[src/rtl/riscv_dmem_read_data_pipe.sv]
// Load-data return stage: rotates dmem response beats into place, assembles
// bus-word-crossing loads from two beats, extends and holds the result for writeback.
module riscv_dmem_read_data_pipe #(
  parameter int DATA_WIDTH   = 32,
  parameter bit SPLIT_ENABLE = 1'b1
) (
  input  logic                            clk,
  input  logic                            reset_n,
  input  logic                            req_valid,
  output logic                            req_ready,
  input  logic [$clog2(DATA_WIDTH/8)-1:0] req_offset,
  input  logic [1:0]                      req_size,
  input  logic                            req_unsigned,
  input  logic                            resp_valid,
  input  logic [DATA_WIDTH-1:0]           resp_data,
  input  logic                            resp_error,
  output logic                            rd_valid,
  input  logic                            rd_ready,
  output logic [DATA_WIDTH-1:0]           rd_data,
  output logic                            rd_error,
  output logic                            stray_resp
);

  localparam int B  = DATA_WIDTH / 8;
  localparam int OW = $clog2(B);

  typedef enum logic [1:0] {
    IDLE        = 2'd0,
    WAIT_FIRST  = 2'd1,
    WAIT_SECOND = 2'd2,
    HOLD        = 2'd3
  } state_t;

  function automatic int nbytes_of(input logic [1:0] size);
    int n;
    case (size)
      2'd0:    n = 32'sd1;
      2'd1:    n = 32'sd2;
      2'd2:    n = 32'sd4;
      default: n = 32'sd8;
    endcase
    return n;
  endfunction

  function automatic logic [DATA_WIDTH-1:0] rotr_bytes(input logic [DATA_WIDTH-1:0] d,
                                                       input int off);
    logic [DATA_WIDTH-1:0] r;
    r = d;
    for (int j = 0; j < B; j++) begin
      r[8*j +: 8] = d[8*((j + off) % B) +: 8];
    end
    return r;
  endfunction

  // Beat 1 fills the low part of the result; beat 2 fills what wrapped past the bus word.
  function automatic logic [B-1:0] byte_mask(input int nb, input int off, input logic second);
    logic [B-1:0] m;
    m = {B{1'b0}};
    for (int j = 0; j < B; j++) begin
      if (second) begin
        m[j] = (j >= (B - off)) && (j < nb);
      end else begin
        m[j] = (j < nb) && (j < (B - off));
      end
    end
    return m;
  endfunction

  function automatic logic [DATA_WIDTH-1:0] merge_bytes(input logic [DATA_WIDTH-1:0] acc,
                                                        input logic [DATA_WIDTH-1:0] a,
                                                        input logic [B-1:0] m);
    logic [DATA_WIDTH-1:0] r;
    r = acc;
    for (int j = 0; j < B; j++) begin
      r[8*j +: 8] = m[j] ? a[8*j +: 8] : acc[8*j +: 8];
    end
    return r;
  endfunction

  function automatic logic [DATA_WIDTH-1:0] extend(input logic [DATA_WIDTH-1:0] d,
                                                   input int nb, input logic uns);
    logic [DATA_WIDTH-1:0] r;
    logic                  sgn;
    r   = d;
    sgn = d[8*nb-1];
    for (int i = 0; i < DATA_WIDTH; i++) begin
      if (i >= 8*nb) begin
        r[i] = uns ? 1'b0 : sgn;
      end
    end
    return r;
  endfunction

  state_t                r_state;
  logic [OW-1:0]         r_offset;
  logic [1:0]            r_size;
  logic                  r_unsigned;
  logic                  r_split;
  logic [DATA_WIDTH-1:0] r_acc;
  logic                  r_err;
  logic                  r_rd_valid;
  logic [DATA_WIDTH-1:0] r_rd_data;
  logic                  r_rd_error;
  logic                  r_stray;

  int                    w_req_nb;
  logic                  w_req_split;
  logic                  w_req_illegal;
  int                    w_nb;
  int                    w_off;
  logic [DATA_WIDTH-1:0] w_aligned;
  logic [B-1:0]          w_mask;
  logic [DATA_WIDTH-1:0] w_merged;
  logic                  w_err;
  logic [DATA_WIDTH-1:0] w_final;

  assign w_req_nb      = nbytes_of(req_size);
  assign w_req_split   = (int'(req_offset) + w_req_nb) > B;
  assign w_req_illegal = ((DATA_WIDTH == 32) && (req_size == 2'd3)) ||
                         (w_req_split && !SPLIT_ENABLE);

  assign w_nb      = nbytes_of(r_size);
  assign w_off     = int'(r_offset);
  assign w_aligned = rotr_bytes(resp_data, w_off);
  assign w_mask    = byte_mask(w_nb, w_off, r_state == WAIT_SECOND);
  assign w_merged  = merge_bytes(r_acc, w_aligned, w_mask);
  assign w_err     = r_err | resp_error;
  assign w_final   = w_err ? {DATA_WIDTH{1'b0}} : extend(w_merged, w_nb, r_unsigned);

  assign req_ready  = (r_state == IDLE);
  assign rd_valid   = r_rd_valid;
  assign rd_data    = r_rd_data;
  assign rd_error   = r_rd_error;
  assign stray_resp = r_stray;

  // Load FSM: request capture, beat assembly, result hold and stray-beat flagging.
  always_ff @(posedge clk or negedge reset_n) begin
    if (!reset_n) begin
      r_state    <= IDLE;
      r_offset   <= {OW{1'b0}};
      r_size     <= 2'd0;
      r_unsigned <= 1'b0;
      r_split    <= 1'b0;
      r_acc      <= {DATA_WIDTH{1'b0}};
      r_err      <= 1'b0;
      r_rd_valid <= 1'b0;
      r_rd_data  <= {DATA_WIDTH{1'b0}};
      r_rd_error <= 1'b0;
      r_stray    <= 1'b0;
    end else begin
      r_stray <= 1'b0;
      case (r_state)
        IDLE: begin
          r_stray <= resp_valid;
          if (req_valid) begin
            r_offset   <= req_offset;
            r_size     <= req_size;
            r_unsigned <= req_unsigned;
            r_split    <= w_req_split;
            r_acc      <= {DATA_WIDTH{1'b0}};
            r_err      <= 1'b0;
            if (w_req_illegal) begin
              r_state    <= HOLD;
              r_rd_valid <= 1'b1;
              r_rd_data  <= {DATA_WIDTH{1'b0}};
              r_rd_error <= 1'b1;
            end else begin
              r_state <= WAIT_FIRST;
            end
          end
        end
        WAIT_FIRST: begin
          if (resp_valid) begin
            r_acc <= w_merged;
            r_err <= w_err;
            if (r_split) begin
              r_state <= WAIT_SECOND;
            end else begin
              r_state    <= HOLD;
              r_rd_valid <= 1'b1;
              r_rd_data  <= w_final;
              r_rd_error <= w_err;
            end
          end
        end
        WAIT_SECOND: begin
          if (resp_valid) begin
            r_acc      <= w_merged;
            r_err      <= w_err;
            r_state    <= HOLD;
            r_rd_valid <= 1'b1;
            r_rd_data  <= w_final;
            r_rd_error <= w_err;
          end
        end
        HOLD: begin
          r_stray <= resp_valid;
          if (rd_ready) begin
            r_state    <= IDLE;
            r_rd_valid <= 1'b0;
          end
        end
        default: begin
          r_state    <= IDLE;
          r_rd_valid <= 1'b0;
        end
      endcase
    end
  end

endmodule

[config.mk]
export PLATFORM = sky130hd
export DESIGN_NAME = riscv_dmem_read_data_pipe
export DESIGN_NICKNAME = d
export VERILOG_FILES = /design/src/rtl/riscv_dmem_read_data_pipe.sv
export SDC_FILE = /design/constraint.sdc
export NUM_CORES = 1
export LEC_CHECK = 0
export ABC_AREA = 1
export BUFFER_PORTS_ARGS = -buffer_cell sky130_fd_sc_hd__buf_2
export CAP_MARGIN = 20
export CORE_MARGIN = 2
export CORE_UTILIZATION = 45
export CTS_BUF_LIST = sky130_fd_sc_hd__clkbuf_16
export CTS_CLUSTER_SIZE = 16
export DETAILED_ROUTE_END_ITERATION = 12
export PLACE_DENSITY = 0.66
export SLEW_MARGIN = 15
export SYNTH_ARGS = -nofsm -noshare
export SYNTH_HDL_FRONTEND = slang
export SYNTH_SLANG_ARGS = --single-unit
[constraint.sdc]
create_clock -name clk -period 4.6 [get_ports clk]
set_input_delay 0 -clock clk [delete_from_list [all_inputs] [get_ports clk]]
set_output_delay 0 -clock clk [all_outputs]
set_load 0.03 [all_outputs]
; After elaboration in Yosys (flattened, before gate mapping)
; Index checks and enable logic that the tools add are counted.
[op_classes]
addsub = 6
order_cmp = 46
n_eq_ne = 15
n_shift = 4
n_mux = 77
n_bitwise = 4
n_reduce_logical = 23
[ops]
columns = op, count
row1 = ">= comparator 6 x 32 -> 1 bit, first input constant", 16
row2 = ">= comparator 5 x 32 -> 1 bit, first input constant", 8
row3 = two-way mux 32 bit, 8
row4 = ">= comparator 4 x 32 -> 1 bit, first input constant", 4
row5 = indexed part select 32 x 6 -> 8 bit, 4
row6 = case mux 32 bit (3 select lines), 1
row7 = ">= comparator 3 x 32 -> 1 bit, first input constant", 2
row8 = "less-than comparator 3 x 32 -> 1 bit, first input constant", 2
row9 = case mux 32 bit (2 select lines), 1
row10 = two-way mux 1 bit, 51
row11 = adder 3 x 32 -> 32 bit, 1
row12 = ">= comparator 1 x 32 -> 1 bit, first input constant", 1
row13 = ">= comparator 2 x 32 -> 1 bit, first input constant", 1
row14 = "greater-than comparator 32 x 4 -> 1 bit, second input constant", 1
row15 = "less-than comparator 1 x 32 -> 1 bit, first input constant", 1
row16 = "less-than comparator 2 x 32 -> 1 bit, first input constant", 1
row17 = "less-than comparator 32 x 7 -> 1 bit, second input constant", 1
row18 = two-way mux 8 bit, 4
row19 = "subtractor 32 x 2 -> 32 bit, second input constant", 1
row20 = case mux 4 bit (3 select lines), 2
row21 = AND reduction 6 bit, 2
row22 = "equality test 2 bit, second input constant", 5
row23 = two-way mux 2 bit, 5
row24 = "!= test 2 bit, second input constant", 5
row25 = 26 further kinds, 47
[word_totals]
reg_bits = 76
output_inout_bits = 36
word_cells = 186

; Logic depth before layout (Yosys ltp)
[logic_depth]
ltp_word = 15
depth_mapped = 17
ltp_nobuf = 14

; Worst setup path before layout
; No wires, ideal clock.
[synth_timing]
path_type = register to register
from = register r_offset[1]
to = register r_rd_data[21] (netlist: rd_data[21])
arrival_time_ns = 2.313
t_required_ns = 4.483
setup_slack_ns = 2.171
path_stages_with_launch = 17
period_less_slack_ns = 2.429
path_cell_list = dfrtp_1 > buf_2 > inv_1 > clkbuf_1 > ha_1 > buf_2 > inv_1 > nand3_1 > nand2_1 > nand2_1 > nand3_1 > nand3b_1 > nand3_2 > nand2_2 > buf_6 > nand2_1 > nand2_1
[synth_between]
elab_chain_cells = 14
[synth_rtl]
columns = item, line
row1 = "start, declared", 95  ; logic [OW-1:0] r_offset;
row2 = "start signal, assigned", 140  ; r_offset <= {OW{1'b0}};
row3 = "start signal, assigned", 156  ; r_offset <= req_offset;
row4 = "adder 1 x 2 -> 2 bit, or another cell as far along", 50  ; r[8*j +: 8] = d[8*((j + off) % B) +: 8];
row5 = "OR reduction 2 bit (no source line), or another cell as far along", --
row6 = "bitwise AND 1 bit (no source line), or another cell as far along", --
row7 = indexed part select 32 x 6 -> 8 bit or two-way mux 1 bit (tied branches), "50, 60"
row8 = two-way mux 8 bit, 75  ; r[8*j +: 8] = m[j] ? a[8*j +: 8] : acc[8*j +: 8];
row9 = binary-select mux 1 bit (select 5 bit), 85  ; sgn = d[8*nb-1];
row10 = two-way mux 1 bit (not written as such) (2 in series), 85
row11 = two-way mux 1 bit, 88  ; r[i] = uns ? 1'b0 : sgn;
row12 = two-way mux 1 bit (*), 87  ; if (i >= 8*nb) begin
row13 = two-way mux 32 bit (*), 128  ; assign w_final = w_err ? {DATA_WIDTH{1'b0}} : extend(w_merged, w_nb, r_unsigned);
row14 = two-way mux 32 bit, 176  ; if (r_split) begin
row15 = two-way mux 32 bit, 173  ; if (resp_valid) begin
row16 = case mux 32 bit (3 select lines) (*), 152  ; case (r_state)
row17 = "end signal, assigned", 147  ; r_rd_data <= {DATA_WIDTH{1'b0}};
row18 = "end signal, assigned", 165  ; r_rd_data <= {DATA_WIDTH{1'b0}};
row19 = "end signal, assigned", 181  ; r_rd_data <= w_final;
row20 = "end, declared", 102  ; logic [DATA_WIDTH-1:0] r_rd_data;
; Every way passes the cells marked *; elsewhere a longest branch is shown, timed or not. The select of a mux whose other input is x is not followed.
; A chain may end at the register's enable or synchronous reset.

; Final worst setup path
[layout_timing]
from = register r_offset[1]
to = register r_rd_data[30] (netlist: rd_data[30])
; Same word-level chain as after synthesis.

==> impl_metrics.ini <==
[logic_synthesis]
synth.distinct_cells = 28
synth.area.top_cells = dfrtp_1 43%, nand2_1 20%, o21ai_0 12%, inv_1 4.8%, ha_1 3.7%
syn_inst = 631
synth-seq-cells = 76
yosysSeqAreaShare_pct = 42.8
syn_avg_cell_area_sq_um = 7.05
synth_area_sq_um = 4450
synth_largest_area_cell = dfrtp_1
syn-num-nets = 688
yosysTopAreaCellShare_pct = 42.8
yosysWarnings = 0

[die]
die_area_sq_um = 10700
num_rows = 36
fp.coreArea_sq_um = 9680
die_w_um = 103
die_h_um = 103
start_util_pct = 45.9
ios = 79

[timing]
setup_tns_ps = 0
fin_crit_sh_pct = 69.9
setup_viol = 0
timing.fmax_ghz = 0.311
drv_slew = 0
max_slew.worst_pin.slew_ps = 1020
min_period_ps = 3210
hold_viol = 0
skew_ps = 7.69
slew_headroom_pct = 31.6
rsz0062_at_grt = no

[power_and_ir_drop]
p_per_area_nw_per_um2 = 777
power_mw = 4.06
switching_share_pct = 53.3
clock_power_share_pct = 15.8
power.switching_mw = 2.17
seqPwrFrac_pct = 24.8
internal_power_mw = 1.90
p_leak_nw = 2.86
ir_worst_vdd_mv = 0.645
p_comb_share_pct = 59.4

[finish]
multi_input_area_sq_um = 2160
seq_area_sq_um = 1900
stdcell_count = 839
nets = 758
fin_area_sq_um = 5230
antennaDiodeCount = 0
drive_gt1_share_pct = 15.0
synthToLayoutAreaGrowth_pct = 17.7
fillers = 961

[placed_design]
dpl.cell_count = 815
dp.final_hpwl_um = 9150
placed_area_sq_um = 4880
port_buffers = 78
gp_congestion = 0.983

[detailed_routing]
drc = 0
num_vias = 4287
first_pass_iters = 5
drt_iter0_drc = 210
wl_per_cell_um = 14.7
wl_met3_um = 524
met2WireLength_um = 6130
ant_nets = 0
wl_met1_um = 5400
drt-total-wl_um = 12300
drt-vias-per-instance = 5.11
routed.top_layer = met4

[clock_tree]
clk_pin_slew_worst_paths_ps = 60
clk_latency_ps = 330
cts_tree = built
root_buffer = clkbuf_16
postCtsHoldBufs = 8
clk_path_buf_depth = 2
post_cts.repair.setup_buffers = 0
cts_sinks = 76
cts_resized = 0
htreeDepth = 3
numCtsBuffers = 9

[worst_hold_path]
hp-class = in2reg

[setup_path]
critPathKind = reg2reg
critical_path.max_fanout = 27
worstPathRequired_ps = 4860
end_kind = register
cp.arrival_ps = 3480
cp-start-kind = register

[grt]
grt_pass1_vias = 4118
antenna_found_initial = 0
grt_pass1_wl_um = 20100
grt-ovfl-total = 0
track_usage_pct = 24.7
grt_start_max_net_pins = 44

[job]
maxCapViolations = 0

[status]
outcome = complete, no violations
## cell usage in the layout (no fill, tap or decap), drive strengths merged, types with 3 or more instances in the layout
master       synthesis  routed
o21ai              108     108
buf                 16      81
and2                 3       3
nand2              242     242
inv                 61      63
dlygate4sd3          0       8
a21oi               17      17
nor2                25      25
clkbuf              14       9
o22ai               18      18
ha                  13      13
clkinv               3       6
nand3               27      27
dfrtp               76      76
## path summary, 6_finish.rpt
check / startpoint / end / slack, ps / cells after the start
worst max-delay path: r_offset[1]$_DFFE_PN0P_ / rd_data[30]$_DFFE_PN0P_ / 1390 / 12
worst min-delay path: req_size[1] / r_split$_DFFE_PN0P_ / 20 / 3
worst max register to register: r_offset[1]$_DFFE_PN0P_ / rd_data[30]$_DFFE_PN0P_ / 1390 / 12
worst min register to register: rd_data[9]$_DFFE_PN0P_ / rd_data[9]$_DFFE_PN0P_ / 470 / 2
max in group asynchronous: reset_n / r_acc[0]$_DFFE_PN0P_ / 3260 / 3
min in group asynchronous: reset_n / r_acc[20]$_DFFE_PN0P_ / 270 / 2
## Yosys cell counts
library cell / instances
ha_1: 13
nand4_2: 1
nor2_4: 1
nor2_1: 24
a21oi_1: 17
clkbuf_1: 14
clkinv_1: 3
buf_4: 2
nand3b_1: 1
o22ai_1: 18
buf_1: 1
o21ai_0: 107
nand3_2: 2
a211oi_1: 2
inv_1: 57
dfrtp_1: 76
nor3_2: 1
nand3_1: 25
buf_2: 12
fa_1: 1
inv_2: 4
o21ai_1: 1
nand2_1: 239
a31oi_1: 1
nand2_2: 3
mux2i_1: 1
and2_1: 3
buf_6: 1
## kinds of logic (layout without fill, tap and decap cells)
family | after synthesis | in the layout | share of synthesized area (%)
and+or+nand+nor | 300 | 300 | 27.2
adders and majority gates | 14 | 14 | 4.11
muxes | 1 | 1 | 0.225
buffers and inverters | 94 | 169 | 8.61
AOI/OAI and AO/OA | 146 | 146 | 17.1
DFF | 76 | 76 | 42.8
## power groups by stage
stage	Combinational, mW	Clock (mW)	Sequential, mW
after global routing	2.71	0.689	1.03
after detailed placement	2.38	0	1.01
after CTS	2.40	0.657	1.01
final	2.41	0.644	1.01
after global placement	2.35	0	1.01
after floorplan	1.66	0	1.12
## metrics by stage
stage          hold slack [ps]  setup slack, ps  util, %
6_report                  25.0             1390     54.0
5_1_grt                   32.6             1100     54.0
3_3_place_gp               109             1650     50.4
2_1_floorplan             -296             2170        -
3_5_place_dp               116             1480     50.4
4_1_cts                   7.70             1450     54.0
## critical path: stages, from the launching register on
cell and delay (ps):
dfrtp_1 560, inv_1 430, ha_1 750, inv_1 350
nand3_1 180, nand2_1 60, nand2_1 70, nand3_1 70
nand3b_1 110, nand3_2 100, nand2_2 260, nand2_1 100
nand2_1 70
## flip-flops by register name, indices dropped and copies added (netlist names)
register	flops
r_err	1
rd_valid	1
r_unsigned	1
rd_error	1
r_offset	2
r_state	2
stray_resp	1
r_size	2
r_acc	32
r_split	1
rd_data	32
## layer usage
metal,track usage (%),vias up
met4,7.59,0
li1,-,2159
met2,43.6,129
met3,4.17,22
met5,0,-
met1,30.8,1977
## area by class of cell
class / count / share of cell area [%]
clock buffers: 9 / 4.30
multi-input cells: 461 / 41.3
repair buffers: 89 / 9.42
clock inverters: 7 / 0.837
inverters: 64 / 4.59
well taps: 133 / 3.18
flip-flops and latches: 76 / 36.3
No activity file was read; power rests on OpenSTA's default activity.
